**config.mk**
```make
export PLATFORM = sky130hd
export DESIGN_NAME = fm_feeder
export DESIGN_NICKNAME = d
export VERILOG_FILES = /design/src/rtl/fm_feeder.sv
export SDC_FILE = /design/constraint.sdc
export NUM_CORES = 1
export LEC_CHECK = 0
export BUFFER_PORTS_ARGS = -buffer_cell sky130_fd_sc_hd__buf_2
export CAP_MARGIN = 10
export CELL_PAD_IN_SITES_DETAIL_PLACEMENT = 2
export CELL_PAD_IN_SITES_GLOBAL_PLACEMENT = 2
export CORE_ASPECT_RATIO = 0.6
export CORE_MARGIN = 1.5
export CORE_UTILIZATION = 33
export DETAILED_ROUTE_END_ITERATION = 6
export GPL_ROUTABILITY_DRIVEN = 0
export MAX_ROUTING_LAYER = met4
export PLACE_DENSITY = 0.82
export SETUP_SLACK_MARGIN = 0.1
export SLEW_MARGIN = 10
export SYNTH_ARGS = -nofsm -noshare
export SYNTH_HDL_FRONTEND = slang
export SYNTH_SLANG_ARGS = --single-unit
```
**constraint.sdc**
```tcl
create_clock -name i_clk -period 8.1 [get_ports i_clk]
set_clock_uncertainty 0.05 [all_clocks]
set_input_delay 1.62 -clock i_clk [delete_from_list [all_inputs] [get_ports i_clk]]
set_output_delay 1.62 -clock i_clk [all_outputs]
set_load 0.02 [all_outputs]
```
**src/rtl/fm_feeder.sv**
```systemverilog
// Feature-map feeder: loads a KxK weight bank, then streams one FM_SIZE x FM_SIZE
// frame from memory to the PE array followed by FLUSH_LEN zero cycles.
module fm_feeder #(
  parameter int KERNEL_SIZE = 2,
  parameter int FM_SIZE     = 4,
  parameter int FLUSH_LEN   = 4
) (
  input  logic                                  i_clk,
  input  logic                                  i_rstn,
  input  logic                                  i_start,
  input  logic                                  i_abort,
  input  logic                                  i_wvalid,
  input  logic signed [17:0]                    i_wdata,
  output logic                                  o_rd_en,
  output logic [15:0]                           o_addr,
  input  logic signed [29:0]                    i_rdata,
  output logic signed [29:0]                    o_DataFM,
  output logic                                  o_en,
  output logic [KERNEL_SIZE*KERNEL_SIZE*18-1:0] o_Weight,
  output logic                                  o_wfull,
  output logic                                  o_busy,
  output logic                                  o_done
);

  localparam int KK   = KERNEL_SIZE * KERNEL_SIZE;
  localparam int NPIX = FM_SIZE * FM_SIZE;
  localparam int CW   = $clog2(NPIX + FLUSH_LEN + 1);
  localparam int WCW  = (KK > 1) ? $clog2(KK) : 1;
  localparam int FL_M1 = (FLUSH_LEN > 0) ? FLUSH_LEN - 1 : 0;

  typedef enum logic [2:0] {IDLE, FETCH, STREAM, FLUSH, DONE} state_t;

  state_t                 r_state;
  logic [CW-1:0]          r_addr;
  logic [CW-1:0]          r_fcnt;
  logic [WCW-1:0]         r_wcnt;
  logic                   r_vld;
  logic                   r_rd_en;
  logic                   r_en;
  logic                   r_wfull;
  logic                   r_done;
  logic signed [29:0]     r_data;
  logic [KK*18-1:0]       r_weight;

  always_ff @(posedge i_clk or negedge i_rstn) begin
    if (!i_rstn) begin
      r_state  <= IDLE;
      r_addr   <= '0;
      r_fcnt   <= '0;
      r_wcnt   <= '0;
      r_vld    <= 1'b0;
      r_rd_en  <= 1'b0;
      r_en     <= 1'b0;
      r_wfull  <= 1'b0;
      r_done   <= 1'b0;
      r_data   <= '0;
      r_weight <= '0;
    end else begin
      case (r_state)
        IDLE: begin
          r_done <= 1'b0;
          if (i_start && r_wfull) begin
            r_state <= FETCH;
            r_rd_en <= 1'b1;
            r_addr  <= '0;
          end else if (i_wvalid) begin
            r_weight[int'(r_wcnt)*18 +: 18] <= i_wdata;
            if (r_wcnt == WCW'(KK - 1)) begin
              r_wcnt  <= '0;
              r_wfull <= 1'b1;
            end else begin
              r_wcnt  <= r_wcnt + 1'b1;
              r_wfull <= 1'b0;
            end
          end
        end
        default: begin
          if (i_abort) begin
            r_state <= IDLE;
            r_en    <= 1'b0;
            r_rd_en <= 1'b0;
            r_data  <= '0;
            r_addr  <= '0;
            r_vld   <= 1'b0;
            r_done  <= 1'b0;
          end else begin
            case (r_state)
              FETCH, STREAM: begin
                // r_vld marks that i_rdata carries the word addressed last cycle
                r_vld <= r_rd_en;
                if (r_rd_en) begin
                  if (r_addr == CW'(NPIX - 1)) r_rd_en <= 1'b0;
                  else                         r_addr  <= r_addr + 1'b1;
                end
                if (r_vld) begin
                  r_data  <= i_rdata;
                  r_en    <= 1'b1;
                  r_state <= STREAM;
                end else if (r_state == STREAM) begin
                  r_data <= '0;
                  if (FLUSH_LEN == 0) begin
                    r_en    <= 1'b0;
                    r_done  <= 1'b1;
                    r_state <= DONE;
                  end else begin
                    r_fcnt  <= CW'(FL_M1);
                    r_state <= FLUSH;
                  end
                end
              end
              FLUSH: begin
                if (r_fcnt == '0) begin
                  r_en    <= 1'b0;
                  r_done  <= 1'b1;
                  r_state <= DONE;
                end else begin
                  r_fcnt <= r_fcnt - 1'b1;
                end
              end
              DONE: begin
                r_done  <= 1'b0;
                r_state <= IDLE;
              end
              default: r_state <= IDLE;
            endcase
          end
        end
      endcase
    end
  end

  assign o_rd_en  = r_rd_en;
  assign o_addr   = 16'(r_addr);
  assign o_DataFM = r_data;
  assign o_en     = r_en;
  assign o_Weight = r_weight;
  assign o_wfull  = r_wfull;
  assign o_busy   = (r_state != IDLE);
  assign o_done   = r_done;

endmodule

```
# [Yosys cells after proc, flatten, opt, wreduce, memory -nomap -nowiden]
# Index checks and enable logic that the tools add are counted.
[word_totals] reg_bits=122 input_bits=53 output_inout_bits=123 word_cells=97
[op_classes] add_sub_neg=4 n_mul=1 n_eq_ne=15 n_shift=2 n_mux=40 bitwise=3 reduce_logical=21
[ops] op="30-bit two-way mux" n=4
[ops] op="72-bit bitwise mux" n=1
[ops] op="18-bit by 33-bit variable shift with 72-bit output, first input constant" n=1
[ops] op="18-bit by 33-bit variable part select with 72-bit output" n=1
[ops] op="5-bit two-way mux" n=9
[ops] op="7-bit negation with 33-bit output" n=1
[ops] op="3-bit two-way mux" n=6
[ops] op="1-bit two-way mux" n=15
[ops] op="3-bit nonzero test" n=5
[ops] op="5-bit case mux with 2 select lines" n=1
[ops] op="3-bit AND reduction" n=3
[ops] op="2-bit inequality test, second input constant" n=4
[ops] op="4-bit AND reduction" n=2
[ops] op="3-bit by 2-bit equality test with 1-bit output, second input constant" n=2
[ops] op="2-bit by 4-bit multiplier with 6-bit output, second input constant" n=1
[ops] op="3-bit inequality test, second input constant" n=2
[ops] op="3-bit case mux with 2 select lines" n=1
[ops] op="2-bit AND reduction" n=3
[ops] op="6-bit AND reduction" n=1
[ops] op="5-bit by 1-bit adder with 5-bit output, second input constant" n=1
[ops] op="5-bit by 4-bit equality test with 1-bit output, second input constant" n=1
[ops] op="5-bit logical NOT" n=1
[ops] op="5-bit inequality test, second input constant" n=1
[ops] op="5-bit by 1-bit subtractor with 5-bit output, second input constant" n=1
[ops] op="other kinds (14)" n=18

# [Logic depth before layout (Yosys ltp)]
[logic_depth] ltp_word=6 mapped_depth=11 ltp_nobuf=7

# [Worst setup path after synthesis]
# Ideal clock, no wire load.
[synth_timing] path_type="input port to flip-flop" startpoint="in i_start" endpoint="reg r_weight[70], in the netlist o_Weight[70]" setup_time_ns=0.104 t_arrival_ns=2.919 required_time_ns=7.946 setup_slack_ns=5.028 cell_stages=5 path_buffers=1 cell_sequence="a2111oi_4 -> nand3_2 -> or3_1 -> buf_2 -> o41ai_2"
[synth_between] elab_chain_cells=3
[synth_rtl] element="from (decl)" line="10" source="input logic i_start,"
[synth_rtl] element="1-bit logical AND" line="62" source="if (i_start && r_wfull) begin"
[synth_rtl] element="1-bit NOT (no line)"
[synth_rtl] element="3-bit AND reduction (no line)"
[synth_rtl] element="to (signal, indexed assignment)" line="67" source="r_weight[int'(r_wcnt)*18 +: 18] <= i_wdata;"
[synth_rtl] element="to (decl)" line="43" source="logic [KK*18-1:0] r_weight;"
# Every way passes these cells.
# A chain may end at the register's enable or synchronous reset.

# [Worst setup path in the final report]
[layout_timing] startpoint="in i_start" endpoint="reg r_weight[50], in the netlist o_Weight[50]"
# Same word-level chain as after synthesis.

==> results.txt <==
- Lkg Pwr: roughly 3.7 nW
- Post-synth cell types: 59
- Cells along the critical path: buf_2 -> a2111oi_4 -> nand3_1 -> or2_1 -> o21ai_0
- Max-cap violations in this run came to 0.
- Root Driver: sky130_fd_sc_hd__clkbuf_16
- For this design, the CTS-stage hold fixing added 0 buffers.
* Total I/O pin count: 176
- Worst setup SP type: input port
- Status: complete, no violations
* Area occupied by registers: 3050 um2
- Worst setup margin: 4.34 ns
- The die is ~180 um wide.
* Highest Clock Rate: 266 MHz
* Cell types occupying the most area after synthesis: sky130_fd_sc_hd__dfrtp_1, sky130_fd_sc_hd__nand2_1, sky130_fd_sc_hd__o21ai_0, sky130_fd_sc_hd__mux2i_1, sky130_fd_sc_hd__mux2_2
* Resize count post-CTS: 0
* Critical path fanouts, max: 30
* Instance count on the critical path: 5
- Xor and xnor fraction of the mapped netlist area: 0.00294
* Post-route total power: 0.00331 W
- Sequential element share of the synthesized area: 0.513
- By area, the combinational part of the netlist is dominated by compound AO/OA/AOI/OAI gates.
- Counting both buffers and inverters, the worst setup path holds a total of 1.
- Detailed placement finished with a half-perimeter wire length of 16400 um.
- Starting DRC count in detailed routing: 270
- For this run the aggregate overflow at the end of global routing stands at 0.
- For this run, the total global-route usage over all layers was measured as 0.261.
* Total detailed-routing wirelength: 23000 um
- Setup violations remaining at the end of the flow were counted as 0.
* Total count of hold-check failures in the final report: 0
- Largest delay share family, worst path: simple AND/OR/NAND/NOR gates
- Critical Setup Path Class: input port to flip-flop
- Count of flip-flops with a built-in enable after synthesis: 0
- During synthesis, Yosys emitted a total of 0 warnings.
- Combined area of the multi-input logic cells: approximately 2600 um2
* Unrepaired setup endpoints after global routing: no
- Proportion of synthesized flip-flops having asynchronous set or reset: 1.00
- Initial standard-cell utilization of the core: 0.342
- For this run, the share of the core covered by cells in the final layout is 0.433.
- Start of the worst register-to-register path: r_wcnt[0]
- The mapped netlist covers 5950 um2.
* Post-synthesis sequential element count: 122
- The H-tree was split into 4 levels.
- Std cell rows: 37
* Crit path launch: i_start
* Basic-gate share of the synthesized area counting and, or, nand and nor cells: 0.153
* ANT cells: 0
- Data arrives at the worst endpoint at roughly 4.0 ns.
* Post-CTS repair timing setup buffer count: 0
* Worst reg2reg path endpoint: o_Weight[50]
- Synthesized area per cell: 9.46 um2
- CP endpoint kind: flip-flop
- Initial antenna violation count: 0
* Vias: 5524
* Depth of the worst register-to-register path: 5
- Fin crit share: 0.464
- The number of max-slew violations in the final report was 0.
- Entering global routing, the biggest net connects 71 pins.
* Portion of synthesized cell area occupied by the leading cell type: 0.513
- Via count of the first global-routing pass: 5864
- Dpl ws: 3.91 ns
* Min-delay worst type: flip-flop to flip-flop
- Total Neg Setup Slack: 0 ns
- Routed Antenna Nets: 0
- From synthesis to final layout, the design area changed by 26.6%.
* Total placed instance area: 6900 um2
* Slew at the pin closest to its max-slew limit: about 1.1 ns
- Port Buf Inserts: 164
- The largest single stage delay on the critical path is between 0.8 and 0.9 ns.
- The die covers approximately 19000 um2.
- After detailed routing, the average wire length per cell comes to 22.6 um.
* Shortest period the worst path allows: 3.76 ns
* Commonest cells in the synthesized netlist: sky130_fd_sc_hd__nand2_1, sky130_fd_sc_hd__dfrtp_1, sky130_fd_sc_hd__o21ai_0
* Cell taking the most area after synthesis: sky130_fd_sc_hd__dfrtp_1
- Among all cell types in the netlist, the one instantiated most often is sky130_fd_sc_hd__nand2_1.
- Post-route standard cell area excluding fillers: 7530 um2
- Power density over the cells: 440 nW/um2
- In this run the tightest slew margin relative to its limit is 0.263.
* Number of nets in the final layout: 833
* Maximum count of clock buffers along a single path: 2
- For the worst setup path, the data required time is 8.39 ns.
- The die is 107 um tall.
- Adder-cell area share of the yosys netlist: 0.0189
* Maximum resistive drop on vdd: between 150 and 200 uV
- Of the post-synthesis cell area, the part taken by muxes is 0.0692.
* Clock buffers created by TritonCTS: 17
- For flop-to-flop paths, the worst setup slack is roughly 4.8 ns.
- Wire length of the first global-routing pass: around 36000 um
- For this run, the detailed router's first-pass iteration total came to 5.
* Fraction of final layout cells with drive strength greater than 1: 0.286
- The slowest stage of the critical path belongs to the cell sky130_fd_sc_hd__nand3_1.
* DRC violation count after routing: 0
- Average via count per standard cell: 5.43
- Cells after synthesis: 629
* Fill cell instance count of the final layout: 1918
- For this run, the leading register cell type out of synthesis is sky130_fd_sc_hd__dfrtp_1.
* Capturing instance or port of the critical path: o_Weight[50]
* Clock-pin slew on the worst setup and hold paths: 0.06 ns
* Area of the core: 17400 um2
- TritonCTS built the clock tree.
- Total number of clock tree sinks: 122
- The complex-gate fraction of the synthesized area came to 0.188.
* Clock network latency to the later pin of the worst-skew pair: 0.43 ns
-- final cells by class --
type / count / area share
multi-input combinational: 445 / 0.349
timing repair buffer: 169 / 0.114
tap: 234 / 0.0389
sequential: 122 / 0.405
clock inverter: 9 / 0.0179
clock buffer: 23 / 0.0661
inverter: 16 / 0.00798
-- registers in the layout, indices dropped and copies added (netlist names), 2 cells and up --
| signal | count |
|---|---|
| o_DataFM | 30 |
| o_Weight | 72 |
| r_addr | 5 |
| r_fcnt | 5 |
| r_state | 3 |
| r_wcnt | 2 |
-- cell families (layout without fill, tap and decap cells) --
family / after synthesis / count (layout)
buf+inv: 72 / 217
mux: 38 / 38
other cells: 1 / 11
compound gates: 176 / 176
flops: 122 / 122
xor+xnor: 2 / 2
simple gates: 209 / 209
fa+ha+maj: 9 / 9
-- how the worst min path moves through the flow --
stage / endpoint / cells after the start / slack (ns) / start
after global placement: o_DataFM[7] / 2 / 0.41 / o_DataFM[7]
after detailed placement: o_Weight[15] / 2 / 0.42 / o_Weight[15]
after floorplan: r_fcnt[4] / 1 / 0.42 / r_fcnt[4]
final: o_DataFM[3] / 2 / 0.43 / o_DataFM[3]
after CTS: o_Weight[37] / 2 / 0.44 / o_Weight[37]
after global routing: o_Weight[37] / 2 / 0.47 / o_Weight[37]
-- stage by stage --
stage	hold slack, ns	std cells
2_1_floorplan	0.423	639
3_3_place_gp	0.406	986
3_5_place_dp	0.418	986
4_1_cts	0.435	1018
5_1_grt	0.465	1018
6_report	0.432	1018
-- per-layer routing --
layer | vias up | GRT usage | wire [um]
li1 | 2479 | - | -
met1 | 2821 | 0.368 | 11000
met2 | 200 | 0.382 | 10200
met3 | 24 | 0.0518 | 1510
met4 | 0 | 0.0696 | 252
met5 | - | - | 0
-- report_power, final --
group	internal, W	leakage, nW	switching, W	total (W)
Clock	0.000526	0.302	0.000292	0.000818
Sequential	0.000785	1.66	0.000151	0.000936
Combinational	0.000452	1.77	0.00110	0.00156
-- worst register-to-register path: cells and delay by family (launching register included) --
family | cells | cell delay [ns]
buffers and inverters | 1 | 0.22
AND/OR/NAND/NOR | 2 | 1.60
adder cells (fa/ha/maj) | 1 | 0.71
AO/OA/AOI/OAI | 1 | 0.21
flip-flops | 1 | 0.38
-- cells in the final DEF (no fill, tap or decap), types with 5 or more instances in the layout --
cell type                   count
sky130_fd_sc_hd__mux2_2        15
sky130_fd_sc_hd__clkbuf_16     17
sky130_fd_sc_hd__o22ai_1        7
sky130_fd_sc_hd__a22oi_1        5
sky130_fd_sc_hd__buf_2        163
sky130_fd_sc_hd__nand2_1      136
sky130_fd_sc_hd__dfrtp_1      122
sky130_fd_sc_hd__or3_1          5
sky130_fd_sc_hd__clkbuf_8       5
sky130_fd_sc_hd__o21ai_0       65
sky130_fd_sc_hd__ha_1           9
sky130_fd_sc_hd__conb_1        11
sky130_fd_sc_hd__nand3_1        7
sky130_fd_sc_hd__nand2b_1       5
sky130_fd_sc_hd__o31ai_1       18
sky130_fd_sc_hd__nor3_1        11
sky130_fd_sc_hd__mux2i_1       22
sky130_fd_sc_hd__o41ai_1        6
sky130_fd_sc_hd__inv_1         16
sky130_fd_sc_hd__nor2_1        24
sky130_fd_sc_hd__o21ai_1       26
sky130_fd_sc_hd__buf_4          6
sky130_fd_sc_hd__a22o_1        12
sky130_fd_sc_hd__a21oi_1       12
Power figures use the tool's default switching activity.
